--- config.mk ---
export PLATFORM = sky130hd
export DESIGN_NAME = mem_arbiter
export DESIGN_NICKNAME = d
export VERILOG_FILES = /design/src/rtl/mem_arbiter.sv
export SDC_FILE = /design/constraint.sdc
export NUM_CORES = 1
export LEC_CHECK = 0
export CORE_ASPECT_RATIO = 0.8
export CORE_UTILIZATION = 37
export CTS_CLUSTER_DIAMETER = 50
export DETAILED_ROUTE_END_ITERATION = 8
export PLACE_DENSITY = 0.73
export SYNTH_ARGS = -nofsm -noshare
export SYNTH_HDL_FRONTEND = slang
export SYNTH_SLANG_ARGS = --single-unit
--- constraint.sdc ---
create_clock -name clk_i -period 2.06 [get_ports clk_i]
set_clock_uncertainty 0.05 [all_clocks]
set_input_delay 0.309 -clock clk_i [delete_from_list [all_inputs] [get_ports clk_i]]
set_output_delay 0.309 -clock clk_i [all_outputs]
set_load 0.01 [all_outputs]
--- src/rtl/mem_arbiter.sv ---
`default_nettype none
// ============================================================================
// Module   : mem_arbiter
// Purpose  : Shares one memory port between instruction fetch and data access,
//            with ack timeout. Define MEM_ARBITER_ROUND_ROBIN_EN for tie-break
//            round robin instead of fixed data priority.
// Revision : 1.0 - initial release
// ============================================================================
module mem_arbiter #(
    parameter int ACK_TIMEOUT = 255
) (
    input  logic        clk_i,
    input  logic        rst_i,
    // fetch side
    input  logic        if_req_i,
    input  logic [31:0] if_addr_i,
    input  logic        if_flush_i,
    output logic [31:0] if_data_o,
    output logic        if_valid_o,
    output logic        stall_f_o,
    // data side
    input  logic        dm_req_i,
    input  logic        dm_we_i,
    input  logic [31:0] dm_addr_i,
    input  logic [31:0] dm_wdata_i,
    output logic [31:0] dm_rdata_o,
    output logic        dm_done_o,
    output logic        stall_m_o,
    // shared memory port
    output logic        mem_req_o,
    output logic        mem_we_o,
    output logic [31:0] mem_addr_o,
    output logic [31:0] mem_wdata_o,
    input  logic [31:0] mem_rdata_i,
    input  logic        mem_ack_i,
    output logic        err_o
);

    localparam int               CNT_W       = $clog2(ACK_TIMEOUT + 1) + 1;
    localparam logic [CNT_W-1:0] TIMEOUT_CNT = CNT_W'(ACK_TIMEOUT);
    localparam bit               TIMEOUT_EN  = (ACK_TIMEOUT != 0);

    typedef enum logic [1:0] {
        ST_IDLE   = 2'd0,
        ST_IFETCH = 2'd1,
        ST_DACC   = 2'd2
    } state_t;

    state_t           state_q,    state_d;
    logic [31:0]      addr_q,     addr_d;
    logic             we_q,       we_d;
    logic [31:0]      wdata_q,    wdata_d;
    logic [31:0]      if_data_q,  if_data_d;
    logic             if_valid_q, if_valid_d;
    logic [31:0]      dm_rdata_q, dm_rdata_d;
    logic             dm_done_q,  dm_done_d;
    logic             drop_q,     drop_d;
    logic [CNT_W-1:0] cnt_q,      cnt_d;
    logic             err_q,      err_d;

    logic             fetch_elig;
    logic             data_elig;
    logic             grant_if;
    logic             grant_dm;
    logic [CNT_W-1:0] cnt_inc;
    logic             timeout_hit;

    assign fetch_elig  = if_req_i & ~if_valid_q;
    assign data_elig   = dm_req_i & ~dm_done_q;
    assign cnt_inc     = cnt_q + 1'b1;
    assign timeout_hit = TIMEOUT_EN && (cnt_inc == TIMEOUT_CNT);

`ifdef MEM_ARBITER_ROUND_ROBIN_EN
    logic last_data_q, last_data_d;

    // On a tie the side that did not win last time goes first.
    always_comb begin
        grant_if = 1'b0;
        grant_dm = 1'b0;
        if (fetch_elig && data_elig) begin
            grant_if = last_data_q;
            grant_dm = ~last_data_q;
        end else begin
            grant_if = fetch_elig;
            grant_dm = data_elig;
        end
    end

    always_comb begin
        last_data_d = last_data_q;
        if (state_q == ST_IDLE) begin
            if (grant_dm) begin
                last_data_d = 1'b1;
            end else if (grant_if) begin
                last_data_d = 1'b0;
            end
        end
    end

    always_ff @(posedge clk_i) begin
        if (rst_i) begin
            last_data_q <= 1'b1;
        end else begin
            last_data_q <= last_data_d;
        end
    end
`else
    always_comb begin
        grant_dm = data_elig;
        grant_if = fetch_elig & ~data_elig;
    end
`endif

    always_comb begin
        state_d    = state_q;
        addr_d     = addr_q;
        we_d       = we_q;
        wdata_d    = wdata_q;
        if_data_d  = if_data_q;
        if_valid_d = 1'b0;
        dm_rdata_d = dm_rdata_q;
        dm_done_d  = 1'b0;
        drop_d     = drop_q;
        cnt_d      = cnt_q;
        err_d      = err_q;

        case (state_q)
            ST_IDLE: begin
                if (grant_dm) begin
                    state_d = ST_DACC;
                    addr_d  = dm_addr_i;
                    we_d    = dm_we_i;
                    wdata_d = dm_wdata_i;
                    cnt_d   = '0;
                end else if (grant_if) begin
                    state_d = ST_IFETCH;
                    addr_d  = if_addr_i;
                    we_d    = 1'b0;
                    cnt_d   = '0;
                end
            end

            ST_IFETCH: begin
                if (mem_ack_i) begin
                    state_d = ST_IDLE;
                    drop_d  = 1'b0;
                    // A flush seen on the ack cycle itself also discards the word.
                    if (!(drop_q || if_flush_i)) begin
                        if_data_d  = mem_rdata_i;
                        if_valid_d = 1'b1;
                    end
                end else if (timeout_hit) begin
                    state_d = ST_IDLE;
                    err_d   = 1'b1;
                    drop_d  = 1'b0;
                end else begin
                    cnt_d = cnt_inc;
                    if (if_flush_i) begin
                        drop_d = 1'b1;
                    end
                end
            end

            ST_DACC: begin
                if (mem_ack_i) begin
                    state_d   = ST_IDLE;
                    dm_done_d = 1'b1;
                    if (!we_q) begin
                        dm_rdata_d = mem_rdata_i;
                    end
                end else if (timeout_hit) begin
                    state_d = ST_IDLE;
                    err_d   = 1'b1;
                    drop_d  = 1'b0;
                end else begin
                    cnt_d = cnt_inc;
                end
            end

            default: begin
                state_d = ST_IDLE;
            end
        endcase
    end

    always_ff @(posedge clk_i) begin
        if (rst_i) begin
            state_q    <= ST_IDLE;
            addr_q     <= '0;
            we_q       <= 1'b0;
            wdata_q    <= '0;
            if_data_q  <= '0;
            if_valid_q <= 1'b0;
            dm_rdata_q <= '0;
            dm_done_q  <= 1'b0;
            drop_q     <= 1'b0;
            cnt_q      <= '0;
            err_q      <= 1'b0;
        end else begin
            state_q    <= state_d;
            addr_q     <= addr_d;
            we_q       <= we_d;
            wdata_q    <= wdata_d;
            if_data_q  <= if_data_d;
            if_valid_q <= if_valid_d;
            dm_rdata_q <= dm_rdata_d;
            dm_done_q  <= dm_done_d;
            drop_q     <= drop_d;
            cnt_q      <= cnt_d;
            err_q      <= err_d;
        end
    end

    assign mem_req_o   = (state_q != ST_IDLE);
    assign mem_we_o    = we_q;
    assign mem_addr_o  = addr_q;
    assign mem_wdata_o = wdata_q;
    assign if_data_o   = if_data_q;
    assign if_valid_o  = if_valid_q;
    assign dm_rdata_o  = dm_rdata_q;
    assign dm_done_o   = dm_done_q;
    assign err_o       = err_q;
    assign stall_f_o   = if_req_i & ~if_valid_q;
    assign stall_m_o   = dm_req_i & ~dm_done_q;

endmodule
`default_nettype wire

== Yosys cells after proc, flatten, opt, wreduce, memory -nomap -nowiden ==
Index checks and enable logic that the tools add are counted.

* Register bits after elaboration: 144
* Logic and storage cells: 72

* Add/subtract/negate cells: 1
* Eq/ne operators: 10
* Multiplexer cells: 22
* Bitwise logic cells: 11
* Reduce and logical (&&, ||, !) cells: 17

{| class="wikitable"
|+ Operators by type and width
! kind !! count
|-
| two-way mux 32 bit || 2
|-
| two-way mux 9 bit || 4
|-
| case mux 9 bit (2 select lines) || 1
|-
| adder 9 x 1 -> 9 bit, second input constant || 1
|-
| equality test 9 x 8 -> 1 bit, second input constant || 1
|-
| two-way mux 1 bit || 9
|-
| AND reduction 3 bit || 3
|-
| two-way mux 2 bit || 4
|-
| != test 2 bit, second input constant || 4
|-
| NOT 1 bit || 8
|-
| AND reduction 4 bit || 2
|-
| nonzero test 2 bit || 4
|-
| AND reduction 2 bit || 3
|-
| != test 4 bit, second input constant || 1
|-
| case mux 2 bit (2 select lines) || 1
|-
| OR reduction 2 bit || 2
|-
| bitwise AND 1 bit || 3
|-
| != test 3 x 1 -> 1 bit, second input constant || 1
|-
| != test 3 bit, second input constant || 1
|-
| OR reduction 3 bit || 1
|-
| equality test 2 x 1 -> 1 bit, second input constant || 1
|-
| equality test 2 bit, second input constant || 1
|-
| zero test 2 bit || 1
|-
| case mux 1 bit (2 select lines) || 1
|-
| logical OR 1 bit || 1
|}

== Longest topological paths before layout ==
* Depth in word-level cells: 7
* Gate-level depth with buffers: 9
* Mapped depth without buffers: 8

== Least setup slack after synthesis ==
OpenSTA, ideal clock, no wires.

* Path kind: reg-to-reg
* Start: register cnt_q[0]
* End: register cnt_q[4]
* Library setup time: 0.074 ns
* Arrival: 1.851 ns
* Data required time: 1.936 ns
* Slack: 0.084 ns
* Cell stages (with the launch flop): 10
* Buffers on the path: 2
* Period minus slack after synthesis: 1.976 ns
* Cell sequence: dfxtp_1 ha_1 buf_4 nand3_2 nor3_2 and4bb_1 a211oi_2 buf_4 nand3_1 a31oi_1

* Longest elaborated chain between the ends: 4
* Elaborated cells between the ends (all ways): 7

{| class="wikitable"
|+ RTL lines
! element !! RTL line !! RTL
|-
| from (decl) || 58 || <nowiki>logic [CNT_W-1:0] cnt_q, cnt_d;</nowiki>
|-
| from (signal assigned) || 209 || <nowiki>cnt_q <= cnt_d;</nowiki>
|-
| adder 9 x 1 -> 9 bit (*) || 70 || <nowiki>assign cnt_inc = cnt_q + 1'b1;</nowiki>
|-
| equality test 9 x 8 -> 1 bit / two-way mux 9 bit (equally long branches) || 71, 152, 171 ||
|-
| != test 2 bit (no source line) / two-way mux 9 bit (equally long branches) || - ||
|-
| AND reduction 4 bit (no source line) / case mux 9 bit (2 select lines) (equally long branches) || - ||
|}

Every way passes the cells marked *; elsewhere a longest branch is shown, timed or not. The select of a mux whose other input is x is not followed.
A chain may end at the register's enable or synchronous reset.

== Final worst setup path ==
* Start: register cnt_q[1]
* End: register cnt_q[1]

Same word-level chain as after synthesis.

==> out/results.env <==
STATUS='finished with violations'
FAILED_CHECKS='DRC'
CELLLEAKAGEPOWER_nW=3.48
DRT_ITER0_MARKERS=317
CTS.SINK_COUNT=144
YOSYSTOPAREACELL='dfxtp_1'
TRITONCTS_CLOCK_TREE='done'
CELLPOWERDENSITY_nW_PER_UM2=811
NUMBER_OF_CELLS_IN_THE_DESIGN_AFTER_PLACEMENT=1158
POST-SYNTH-TOP-COUNT-CELL='nand2_1'
START_UTIL_PCT=38.5
FINALCRITPERIODSHARE_PCT=97.0
YOSYSSEQAREASHARE_PCT=51.7
GLOBALROUTEOVERFLOWTOTAL=0
LAYOUT-AREA-OVERHEAD-VS-SYNTH_PCT=69.1
CRIT_FAMILY='simple AND/OR/NAND/NOR gates'
ROUTED_WIRE_LENGTH_PER_INSTANCE_UM=14.5
CTS.HTREE.LEVELS=4
FP.DIEH_UM=112
ACHIEVABLE-FREQUENCY_MHz=500
PLACED_CELL_AREA_SQ_UM=8720
GRT_START_MAX_NET_PINS=44
ANTENNA_LEFT=0
NNETSFINAL=1137
CRIT-REG2REG-LAUNCH='cnt_q[1]'
CRIT_REQUIRED_NS=2.30
SYNTH_REGISTER_BITS=144
CLK-INSERTION-DELAY-LATE_NS=0.41
FINAL-SEQ-AREA_SQ_UM=2900
CRITICAL_PATH_DEPTH=9
WORST_REG_TO_REG_SETUP_SLACK_NS=0.06
POSTSYNTHNETCOUNT=860
DRC=19
CLOCK_BUFFER_COUNT_FROM_CTS=17
FINAL_CELL_AREA_SQ_UM=9430
CRIT_CHAIN='ha_4 > xor2_1 > nand4_1 > and4bb_1 > a211oi_2 > buf_4 > buf_4 > a22oi_1 > nor2_1'
WORST_SETUP_PATH_START_KIND='register'
NUM_VIAS=5793
GRTUSAGETOTAL_PCT=22.3
ROUTED_VIA_DENSITY=4.86
I_O_PIN_TOTAL=270
VDD_DROP_MAX_mV=0.568
DRT_FIRST_PASS_ITERS=9
PATH_CLASS='reg -> reg'
DP_WORST_SETUP_SLACK_NS=-0.197
PLACE.DETAILED.HPWL_UM=12300
ROUTED_WL_UM=17300
RELSLEWSLACK_PCT=64.1
SETUP.WORST_PATH.END_CLASS='register'
WORST_PATH_MAX_DELAY_CELL='dfxtp_2'
CP-STARTPOINT='cnt_q[1]'
SYNTH.CELLS.MOST_FREQUENT='nand2_1 (271), dfxtp_1 (144), a21oi_1 (108)'
SYNTH.DISTINCT_CELLS=45
CRITPATHCAPTURE='cnt_q[1]'
FINAL_NON_FILLER_CELL_TOTAL=1193
FLOORPLAN.DIE.WIDTH_UM=139
WORST_PIN_SLEW_NS=0.539
MULTIINPUTGATEAREA_SQ_UM=2530
DRIVE_ABOVE_1_SHARE_PCT=9.91
SYNTHARSTFLOPSHARE_PCT=0
SYNTH_TOP_AREA_SHARE_PCT=51.7
SYN-CELL-AREA_SQ_UM=5580
WORST_HOLD_PATH_TYPE='in -> reg'
SYNTH_EDF_COUNT=0
R2R_CELLS=9
PLACEABLECOREAREA_SQ_UM=14500
WORST_PATH_LARGEST_CELL_DELAY_NS=0.35
N_FILL_CELL=1259
POST_SYNTH_INST_COUNT=720
REPORT.FINAL.SETUP_VIOL=0
YOSYSWARNINGCOUNT=0
WORST-PATH-MAX-FANOUT=8
CLOCKBUFFERDEPTH=2
DIE-AREA_SQ_UM=15600
WORSTPATHARRIVAL_NS=2.24
TIMING.MAX_CAP.VIOLATIONS=0
INITIAL_ANTENNA_VIOLATION_COUNT=0
ANTENNA-DIODE-COUNT=0
SYNTHFLOPTYPE='dfxtp_1'
R2R_END='cnt_q[1]'
SYNTH_AREA_PER_CELL_SQ_UM=7.75
VIAS_IN_THE_FIRST_GLOBAL_ROUTE=5363
CTS.REPORTEDPATHS.CLKPINSLEW_NS=0.06
CTS.HOLD.BUFFERS_ADDED=0
CLK_ROOT_BUFFER_CELL='clkbuf_16'
PATH_COMMON_CELL='buf_4'
MIN_PERIOD_NS=2.00
WIRE_LENGTH_OF_THE_FIRST_GLOBAL_ROUTING_PASS_UM=27700
MAXSLEWVIOLCOUNT=0
REPORT.FINAL.HOLD_VIOL_COUNT=0
IO_BUFFERS=269
POSTLAYOUTSETUPSLACKWORST_NS=0.0618
CP_NUM_BUF_INV=2
PLACE_CONGESTION=0.820
ROW_COUNT=39
POST_SYNTH_MAIN_AREA_CONTRIBUTORS='dfxtp_1 (52%), nand2_1 (18%), a21oi_1 (9.7%)'
area by class of cell:
class	count	share of cell area, %
Clock buffer	24	5.21
Clock inverter	7	1.07
Inverter	10	0.398
Multi-Input combinational cell	513	26.9
Sequential cell	144	30.7
Tap cell	184	2.44
Timing Repair Buffer	311	33.3
power by group:
| part | total (W) | switching, W | internal (W) |
|---|---|---|---|
| clock | 0.00305 | 0.00113 | 0.00191 |
| sequential | 0.00308 | 0.0000979 | 0.00298 |
| combinational | 0.00153 | 0.000694 | 0.000834 |
| total | 0.00765 | 0.00192 | 0.00572 |
worst min path at each step:
stage                         from               to  slack, ns  cells past startpoint
global placement     dm_rdata_o[8]    dm_rdata_o[8]       0.39                      2
global route                 rst_i  mem_wdata_o[31]       0.33                      2
CTS                          rst_i   mem_wdata_o[5]       0.31                      2
detailed placement  dm_rdata_o[25]   dm_rdata_o[25]       0.40                      2
floorplan           mem_rdata_i[0]    dm_rdata_o[0]       0.39                      2
finish                       rst_i  mem_wdata_o[13]       0.33                      2
timing repair:
| action | in CTS | in global routing |
|---|---|---|
| resized for setup | 6 | 20 |
| buffers inserted | 2 | 2 |
| setup endpoints to repair | 9 | 12 |
| pin swaps | 1 | 5 |
metrics by stage:
stage	power, W	hold WS [ns]	setup TNS [ns]	util, %
final	0.00765	0.326	0	65.1
after global routing	0.00801	0.330	-0.0665	65.1
after CTS	0.00774	0.310	0	64.4
after detailed placement	0.00465	0.396	-3.19	60.1
after global placement	0.00463	0.391	-1.51	60.1
after floorplan	0.00373	0.395	0	-
sequential cells by signal, summed over array words and instances (netlist names):
signal       flops
dm_rdata_o      32
if_data_o       32
mem_addr_o      32
mem_wdata_o     32
cnt_q            9
state_q          2
dm_done_o        1
drop_q           1
err_o            1
if_valid_o       1
mem_we_o         1
routing by layer:
metal  wire (um)  share of wire, %  vias to the layer above  global-route usage, %
met5           0                 0                        -                      0
li1            -                 -                     2950                      -
met4         191               1.1                        0                   6.22
met3        1320               7.6                       17                   7.40
met2        8510                49                      198                   37.6
met1        7260                42                     2628                   27.3
cells by family (layout without fill, tap and decap cells):
| kind of cell | after synthesis | count (layout) | synth area share [%] |
|---|---|---|---|
| AND/OR/NAND/NOR | 343 | 343 | 24.4 |
| adder cells (fa/ha/maj) | 5 | 5 | 1.12 |
| buffers and inverters | 63 | 352 | 4.51 |
| flip-flops | 144 | 144 | 51.7 |
| AO/OA/AOI/OAI | 162 | 162 | 17.7 |
| XOR/XNOR | 2 | 2 | 0.314 |
| multiplexers | 1 | 1 | 0.180 |
layout by cell type, fill, tap and decap left out, types with 3 or more instances in the layout:
cell / instances
a21oi_1: 108
a311oi_1: 32
a31oi_1: 4
buf_12: 11
buf_4: 32
clkbuf_1: 3
clkbuf_16: 17
clkbuf_8: 4
clkdlybuf4s50_1: 265
dfxtp_1: 135
dfxtp_2: 8
dlygate4sd2_1: 3
ha_1: 3
inv_1: 9
nand2_1: 271
nand3_1: 5
nor2_1: 45
o21ai_0: 3
Power figures use the tool's default switching activity.
